==> src/rtl/axi4_r_burst_arbiter.sv <==
// Burst-granular round-robin arbiter sharing one AXI4 R channel among NUM_IN sources.
// Define AXI4_R_BURST_ARBITER_OUT_REG_EN to register the output through a 2-entry skid buffer.
module axi4_r_burst_arbiter #(
  parameter int AXI_DATA_WIDTH = 32,
  parameter int AXI_ID_WIDTH   = 4,
  parameter int AXI_USER_WIDTH = 4,
  parameter int NUM_IN         = 2
) (
  input  logic                               axi4_aclk,
  input  logic                               axi4_arstn,
  input  logic [NUM_IN*AXI_ID_WIDTH-1:0]     in_rid,
  input  logic [NUM_IN*2-1:0]                in_rresp,
  input  logic [NUM_IN*AXI_DATA_WIDTH-1:0]   in_rdata,
  input  logic [NUM_IN-1:0]                  in_rlast,
  input  logic [NUM_IN*AXI_USER_WIDTH-1:0]   in_ruser,
  input  logic [NUM_IN-1:0]                  in_rvalid,
  output logic [NUM_IN-1:0]                  in_rready,
  output logic [AXI_ID_WIDTH-1:0]            s_axi4_rid,
  output logic [1:0]                         s_axi4_rresp,
  output logic [AXI_DATA_WIDTH-1:0]          s_axi4_rdata,
  output logic                               s_axi4_rlast,
  output logic [AXI_USER_WIDTH-1:0]          s_axi4_ruser,
  output logic                               s_axi4_rvalid,
  input  logic                               s_axi4_rready,
  output logic                               busy_o
);

  localparam int PTR_W = $clog2(NUM_IN);

  typedef enum logic {IDLE, LOCKED} state_e;

  typedef struct packed {
    logic [AXI_ID_WIDTH-1:0]   id;
    logic [1:0]                resp;
    logic [AXI_DATA_WIDTH-1:0] data;
    logic                      last;
    logic [AXI_USER_WIDTH-1:0] user;
  } beat_t;

  state_e           state_q, state_d;
  logic [PTR_W-1:0] rr_ptr_q, rr_ptr_d;
  logic [PTR_W-1:0] grant_q, grant_d;
  logic [PTR_W-1:0] scan_sel, sel;
  logic             found;
  beat_t            src_beat [NUM_IN];
  beat_t            arb_beat;
  logic             arb_valid, arb_ready, hs;

  // Compare-and-reset keeps the wrap correct when NUM_IN is not a power of two.
  function automatic logic [PTR_W-1:0] ptr_inc(input logic [PTR_W-1:0] p);
    return (p == PTR_W'(NUM_IN - 1)) ? '0 : p + PTR_W'(1);
  endfunction

  for (genvar i = 0; i < NUM_IN; i++) begin : g_unpack
    assign src_beat[i] = {in_rid[i*AXI_ID_WIDTH +: AXI_ID_WIDTH],
                          in_rresp[i*2 +: 2],
                          in_rdata[i*AXI_DATA_WIDTH +: AXI_DATA_WIDTH],
                          in_rlast[i],
                          in_ruser[i*AXI_USER_WIDTH +: AXI_USER_WIDTH]};
  end

  // NOTE: every variable written in always_comb gets a default first, so no path infers a latch.
  always_comb begin
    int idx;
    found    = 1'b0;
    scan_sel = '0;
    idx      = 0;
    for (int k = 0; k < NUM_IN; k++) begin
      idx = int'(rr_ptr_q) + k;
      if (idx >= NUM_IN) idx = idx - NUM_IN;
      if (!found && in_rvalid[PTR_W'(idx)]) begin
        found    = 1'b1;
        scan_sel = PTR_W'(idx);
      end
    end
  end

  assign sel       = (state_q == LOCKED) ? grant_q : scan_sel;
  assign arb_beat  = src_beat[sel];
  assign arb_valid = (state_q == LOCKED) ? in_rvalid[grant_q] : found;
  assign hs        = arb_valid & arb_ready;
  assign busy_o    = (state_q == LOCKED);

  always_comb begin
    in_rready = '0;
    if (state_q == LOCKED || found) in_rready[sel] = arb_ready;
  end

  always_comb begin
    state_d  = state_q;
    rr_ptr_d = rr_ptr_q;
    grant_d  = grant_q;
    case (state_q)
      IDLE: begin
        if (hs) begin
          if (arb_beat.last) begin
            rr_ptr_d = ptr_inc(sel);
          end else begin
            state_d = LOCKED;
            grant_d = sel;
          end
        end
      end
      LOCKED: begin
        if (hs && arb_beat.last) begin
          state_d  = IDLE;
          rr_ptr_d = ptr_inc(grant_q);
        end
      end
    endcase
  end

  // NOTE: sequential state uses non-blocking assignments so all registers update together.
  always_ff @(posedge axi4_aclk or negedge axi4_arstn) begin
    if (!axi4_arstn) begin
      state_q  <= IDLE;
      rr_ptr_q <= '0;
      grant_q  <= '0;
    end else begin
      state_q  <= state_d;
      rr_ptr_q <= rr_ptr_d;
      grant_q  <= grant_d;
    end
  end

`ifdef AXI4_R_BURST_ARBITER_OUT_REG_EN
  beat_t out_q, skid_q;
  logic  out_valid_q, skid_valid_q;
  logic  out_free;

  // Ready depends only on skid occupancy, breaking the combinational ready path.
  assign arb_ready = ~skid_valid_q;
  assign out_free  = ~out_valid_q | s_axi4_rready;

  always_ff @(posedge axi4_aclk or negedge axi4_arstn) begin
    if (!axi4_arstn) begin
      out_q        <= '0;
      skid_q       <= '0;
      out_valid_q  <= 1'b0;
      skid_valid_q <= 1'b0;
    end else if (out_free) begin
      if (skid_valid_q) begin
        out_q        <= skid_q;
        out_valid_q  <= 1'b1;
        skid_valid_q <= 1'b0;
      end else begin
        out_valid_q <= arb_valid;
        if (arb_valid) out_q <= arb_beat;
      end
    end else if (hs) begin
      skid_q       <= arb_beat;
      skid_valid_q <= 1'b1;
    end
  end

  assign s_axi4_rid    = out_q.id;
  assign s_axi4_rresp  = out_q.resp;
  assign s_axi4_rdata  = out_q.data;
  assign s_axi4_rlast  = out_q.last;
  assign s_axi4_ruser  = out_q.user;
  assign s_axi4_rvalid = out_valid_q;
`else
  assign arb_ready     = s_axi4_rready;
  assign s_axi4_rid    = arb_beat.id;
  assign s_axi4_rresp  = arb_beat.resp;
  assign s_axi4_rdata  = arb_beat.data;
  assign s_axi4_rlast  = arb_beat.last;
  assign s_axi4_ruser  = arb_beat.user;
  assign s_axi4_rvalid = arb_valid;
`endif

  // A locked source must hold its ID while its beat waits for acceptance.
  a_locked_id_stable : assert property (@(posedge axi4_aclk) disable iff (!axi4_arstn)
    (state_q == LOCKED && arb_valid && !arb_ready) |=> $stable(arb_beat.id))
    else $error("locked source changed rid while stalled");

endmodule

==> config.mk <==
export PLATFORM = sky130hd
export DESIGN_NAME = axi4_r_burst_arbiter
export DESIGN_NICKNAME = d
export VERILOG_FILES = /design/src/rtl/axi4_r_burst_arbiter.sv
export SDC_FILE = /design/constraint.sdc
export NUM_CORES = 1
export LEC_CHECK = 0
export BUFFER_PORTS_ARGS = -buffer_cell sky130_fd_sc_hd__clkbuf_2
export CAP_MARGIN = 40
export CORE_UTILIZATION = 24
export DETAILED_ROUTE_END_ITERATION = 16
export GPL_ROUTABILITY_DRIVEN = 0
export GPL_TIMING_DRIVEN = 0
export PLACE_DENSITY = 0.8
export SYNTH_ARGS = -nofsm -noshare
export SYNTH_HDL_FRONTEND = slang
export SYNTH_SLANG_ARGS = --single-unit
export TNS_END_PERCENT = 20
==> constraint.sdc <==
create_clock -name axi4_aclk -period 1.4 [get_ports axi4_aclk]
set_clock_uncertainty 0.05 [all_clocks]
set_input_delay 0.14 -clock axi4_aclk [delete_from_list [all_inputs] [get_ports axi4_aclk]]
set_output_delay 0.14 -clock axi4_aclk [all_outputs]
set_load 0.02 [all_outputs]
==> results of run 1 <==
## cell families (layout without fill, tap and decap cells)
family	Yosys count	after routing	share of synthesized area [%]
muxes	42	42	60.8
and+or+nand+nor	13	13	12.5
AOI/OAI and AO/OA	11	11	10.8
buffers and inverters	5	151	6.27
DFF	3	3	9.65
## critical path: cells and delay by family (launching register included)
family        cells  cell delay [ps]
mux               1              310
flops             1              420
buf+inv           2              310
simple gates      2              320
## metal layers
layer | part of all wire, % | wire length [um]
met1 | 34 | 1210
met2 | 55 | 1930
met3 | 9.3 | 325
met4 | 1.4 | 48
met5 | 0 | 0
## power by group through the flow
stage | Clock, mW | Combinational (mW) | Sequential [mW]
2_1_floorplan | 0 | 2.55 | 0.191
5_1_grt | 0.162 | 4.16 | 0.184
3_3_place_gp | 0 | 3.32 | 0.187
6_report | 0.148 | 3.99 | 0.180
3_5_place_dp | 0 | 3.35 | 0.186
4_1_cts | 0.156 | 3.63 | 0.170
## worst max-delay path by stage
stage	startpoint	end	depth (start not counted)
floorplan	register	s_axi4_rdata[0]	4
global placement	register	s_axi4_rdata[0]	5
detailed placement	register	s_axi4_rid[1]	5
CTS	register	s_axi4_rid[1]	5
global route	register	s_axi4_rdata[0]	5
finish	register	s_axi4_rdata[0]	5
## through the flow
| step | instances | setup slack, ps | TNS (ps) | utilization [%] |
|---|---|---|---|---|
| floorplan | 74 | -96.2 | -3600 | - |
| global placement | 255 | -241 | -9220 | 55.3 |
| detailed placement | 255 | -240 | -9160 | 55.3 |
| CTS | 263 | -387 | -16650 | 58.7 |
| global route | 264 | -428 | -18260 | 63.4 |
| finish | 264 | -384 | -16000 | 63.4 |
## placed cells by master (no fill, tap or decap), drive strengths merged
master / instances
a211o: 1
a211oi: 1
a21bo: 2
a21boi: 1
a21oi: 1
a41o: 1
and2: 1
and3: 2
and4: 2
buf: 31
clkbuf: 118
dfrtp: 3
dlygate4sd3: 1
inv: 1
mux2: 42
nand2: 3
nand3: 1
nand3b: 2
nor2: 1
o211ai: 1
o21ai: 2
o21bai: 1
or2: 1
## final cells by class
class / instances / area [um2] / share of cell area, %
tap: 44 / 55.1 / 2.85
sequential: 3 / 77.6 / 4.01
timing repair buffer: 142 / 868 / 44.9
buffer: 4 / 80.1 / 4.14
multi-input combinational: 66 / 823 / 42.6
inverter: 1 / 3.75 / 0.194
clock buffer: 4 / 26.3 / 1.36
## what timing repair did
item | 4_1_cts | 5_1_grt
pin swaps | 1 | 2
endpoints found under the setup margin | 46 | 48
resized for setup | 7 | 67
endpoints found under the hold margin | 3 | 0
hold buffers | 1 | 0
buffers inserted | 3 | 1
==> flow_summary.yaml, run 1 <==
status:
  outcome: "finished, violations left"
  violations: "setup timing"
logic_synthesis:
  synthTopCellsByCount: "42 x mux2_2, 4 x buf_6, 3 x dfrtp_1"
  synthTopCellsByArea: "mux2_2 61%, dfrtp_1 9.6%, buf_6 5.8%"
  yosysMostFrequentCell: "mux2_2"
  mappedNetlistNets: 165
  yosysTopAreaCell: "mux2_2"
  synth.avg_cell_area_um2: 10.5
  synth.yosys.seq_area_share_pct: 9.65
  synth-edff-count: 0
  synth_ff_type: "dfrtp_1"
  synth_area_um2: 778
  synth_top_area_share_pct: 60.8
  ys_types: 23
  yosys_register_bits: 3
  async_flop_share_pct: 100
  synth_warnings: 0
  syn_inst: 74
setup_path:
  reg2regPathDepth: 4
  crit_slowest_cell: "dfrtp_2"
  end_kind: "output port"
  cp-start-kind: "register"
  critPathRequiredTime_ps: 1210
  cp.arrival_ps: 1590
  worst-path-max-fanout: 10
  worstPathCellList: "nand3b_4 -> nand2_8 -> buf_12 -> mux2_4 -> clkbuf_2"
  rrSetupSlack_ps: -60
  critPathMaxStageDelay_ps: 420
  critPathKind: "register to output port"
placed_design:
  io_buffers: 137
  dp_hpwl_mm: 2.93
  dpl_cell_area_um2: 1690
global_route:
  gr-usage-met1_pct: 17.5
  grt-busiest-layer: "met2"
  grt_use_total_pct: 17.4
  grt_start_max_net_pins: 11
  grt_pass1_vias: 1080
  grt_antenna_before_repair: 0
  met2_usage_pct: 35.1
  gr-usage-met3_pct: 4.62
  grt_first_pass_wirelength_mm: 4.66
  grt-ovfl-total: 0
timing:
  fmax_mhz: 561
  slew_viol_final: 0
  tightest_slew_ps: 246
  rsz0062_at_grt: "yes"
  hold_viol: 0
  post-route-period-util_pct: 127
  fin_crit_ps: 1780
  finalSetupViolations: 48
  slew_headroom_pct: 83.5
  hold_ws_ps: 193
  postLayoutSetupSlackWorst_ps: -384
routing:
  num_vias: 1214
  route.detailed.drc: 0
  wl_per_cell_um: 13.3
  ant_nets: 0
  totalWireLength_mm: 3.51
  dr.pass1.iters: 4
  drt-vias-per-instance: 4.60
  first_iter_violations: 30
worst_hold_path:
  hold_class: "input pin to async pin"
layout:
  drive_gt1_share_pct: 90.5
  nets: 312
  num-fill-cells: 259
  antenna_cells: 0
  area_growth_pct: 149
  final_area_um2: 1930
clocking:
  cts_tree: "done"
  clockRootBuffer: "clkbuf_4"
  cts_max_level: 1
  cts_buffers: 3
  clock_latency_ps: 230
  path_clk_slew_ps: 40
  cts_buffer_depth: 2
  clock-sinks: 3
die:
  dieHeight_um: 58.9
  start_util_pct: 25.5
  placeableCoreArea_um2: 3050
  placementRows: 20
  pin_count: 138
  die_w_um: 58.9
  fp.dieArea_um2: 3470
power:
  pwr-share-seq_pct: 4.2
  clockPowerShare_pct: 3.4
  powerDensity_nw_per_um2: 2230
  p_sw_share_pct: 44.1
  vdd_drop_max_v: 0.00126
  internal_power_mw: 2.41
  power.leakage_nw: 1.15
  power_mw: 4.31
  p_comb_share_pct: 92.4
  p_sw_mw: 1.90
flow_run:
  drv_cap: 0
(Power assumes the default switching activity.)
==> run 2, diff against run 1 <==
==> config.mk (replaced) <==
export PLATFORM = sky130hd
export DESIGN_NAME = axi4_r_burst_arbiter
export DESIGN_NICKNAME = d
export VERILOG_FILES = /design/src/rtl/axi4_r_burst_arbiter.sv
export SDC_FILE = /design/constraint.sdc
export NUM_CORES = 1
export LEC_CHECK = 0
export CAP_MARGIN = 40
export CORE_AREA = 2 2 54 56
export DETAILED_ROUTE_END_ITERATION = 16
export DIE_AREA = 0 0 56 58
export DONT_BUFFER_PORTS = 1
export GPL_ROUTABILITY_DRIVEN = 0
export GPL_TIMING_DRIVEN = 0
export MAX_ROUTING_LAYER = met4
export PLACE_DENSITY = 0.47
export RECOVER_POWER = 50
export SYNTH_ARGS = -nofsm -noshare
export SYNTH_HDL_FRONTEND = slang
export SYNTH_SLANG_ARGS = --single-unit
export TNS_END_PERCENT = 20
==> run 2 against run 1 <==
Net effect:
- non-clock buffer count shrank 139
- count of clock-buffer cells in the layout is the same
- critical path type unchanged
- design area decreased by 44%
- global-route usage shrank 5.7 points
- largest cell class is now multi-input combinational cells
- fmax is 1.2% higher
- the flow still finishes with violations (setup timing)
- sequential cell count unchanged
==> flow_summary.yaml, run 2 (synthesis gave the netlist of run 1 again) <==
die:
  placementRows: 19
  pin_count: 138
  die_w_um: 56
  start_util_pct: 29.2
  dieHeight_um: 58
  placeableCoreArea_um2: 2660
  fp.dieArea_um2: 3250
setup_path:
  cp-start-kind: "register"
  cp.arrival_ps: 1570
  critPathKind: "register to output port"
  crit_slowest_cell: "dfrtp_2"
  crit_buf_inv: 1
  end_kind: "output port"
  critPathMaxStageDelay_ps: 490
  crit_family: "flip-flops"
  worst-path-max-fanout: 10
  worstPathCellList: "nand3b_4 -> nand2_8 -> buf_12 -> mux2_4"
  critPathRequiredTime_ps: 1210
clocking:
  clockRootBuffer: "clkbuf_4"
  clock-sinks: 3
  cts_buffer_depth: 2
  path_clk_slew_ps: 40
  cts_max_level: 1
  clock_latency_ps: 230
  cts_buffers: 3
  cts_tree: "done"
global_route:
  grt_start_max_net_pins: 11
  grt_antenna_before_repair: 0
  grt-ovfl-total: 0
  grt_use_total_pct: 11.7
  grt_pass1_vias: 692
  grt_first_pass_wirelength_mm: 3.05
layout:
  antenna_cells: 0
  final_common_cell: "mux2_4"
  nets: 173
  final_cell_mix: "38 x mux2_4, 4 x buf_12, 4 x mux2_2"
  area_growth_pct: 39.2
  drive_gt1_share_pct: 74.1
timing:
  finalSetupViolations: 48
  slew_headroom_pct: 67.0
  tightest_slew_ps: 497
  fmax_mhz: 567
  slew_viol_final: 0
  fin_crit_ps: 1760
  hold_viol: 0
  setup_tns_ps: -15740
  postLayoutSetupSlackWorst_ps: -363
  rsz0062_at_grt: "yes"
  post-route-period-util_pct: 126
power:
  internal_power_mw: 1.64
  clockPowerShare_pct: 4.6
  vdd_drop_max_v: 0.00145
  power.leakage_nw: 0.519
  powerDensity_nw_per_um2: 3030
  p_sw_mw: 1.64
  pwr-share-seq_pct: 6.4
  p_comb_share_pct: 89.0
  power_mw: 3.28
  p_sw_share_pct: 50.0
routing:
  dr.pass1.iters: 4
  drt-vias-per-instance: 6.03
  ant_nets: 0
  num_vias: 675
  wl_per_cell_um: 20.8
  route.detailed.drc: 0
  totalWireLength_mm: 2.33
  first_iter_violations: 11
placed_design:
  io_buffers: 0
  dp_hpwl_mm: 1.94
status:
  outcome: "finished, violations left"
  violations: "setup timing"
worst_hold_path:
  hold_class: "input pin to register"
flow_run:
  drv_cap: 0
-- run 2: final cells by class --
type	count	area, um2
buffer	4	80.1
multi-input combinational	66	831
timing repair buffer	3	26.3
inverter	1	3.75
sequential	3	77.6
tap	31	38.8
fill	251	1580
clock buffer	4	26.3
-- run 2: path summary, 6_finish.rpt --
path / startpoint / to / slack (ps) / cells past startpoint
max in group asynchronous: axi4_arstn / async pin / 1040 / 1
min in group asynchronous: axi4_arstn / rr_ptr_q / 110 / 1
max: register / s_axi4_rdata[25] / -360 / 4
min reg2reg: rr_ptr_q / rr_ptr_q / 520 / 1
max reg2reg: register / grant_q / -120 / 4
min: s_axi4_rready / register / 30 / 1
-- run 2: power groups by stage --
stage,Sequential [mW],Clock (mW),Combinational [mW]
finish,0.210,0.150,2.92
global route,0.221,0.154,3.03
CTS,0.201,0.155,2.92
detailed placement,0.206,0,2.73
global placement,0.208,0,2.71
floorplan,0.191,0,2.55
-- run 2: stage by stage --
stage | setup WS, ps | instances | area (um2) | hold WS, ps | util, %
after global placement | -171 | 105 | 987 | -206 | 37.1
after floorplan | -96.2 | 74 | 948 | -206 | -
final | -363 | 112 | 1080 | 31.4 | 40.7
after detailed placement | -171 | 105 | 987 | -206 | 37.1
after CTS | -365 | 112 | 1070 | 31.2 | 40.3
after global routing | -412 | 112 | 1080 | 31.8 | 40.7
-- run 2: routing by layer --
| metal | share of wire (%) | track usage (%) | vias up |
|---|---|---|---|
| li1 | - | - | 298 |
| met1 | 31 | 12.8 | 311 |
| met2 | 56 | 22.0 | 62 |
| met3 | 10 | 1.12 | 4 |
| met4 | 2.0 | 4.42 | 0 |
| met5 | 0 | - | - |
-- run 2: timing repair --
| item | CTS | global route |
|---|---|---|
| setup endpoints to repair | 47 | 49 |
| gates cloned | 0 | 0 |
| endpoints found under the hold margin | 3 | 0 |
| pin swaps | 0 | 1 |
| resized for setup | 9 | 3 |
| hold buffers | 1 | 0 |
| buffers inserted | 2 | 0 |
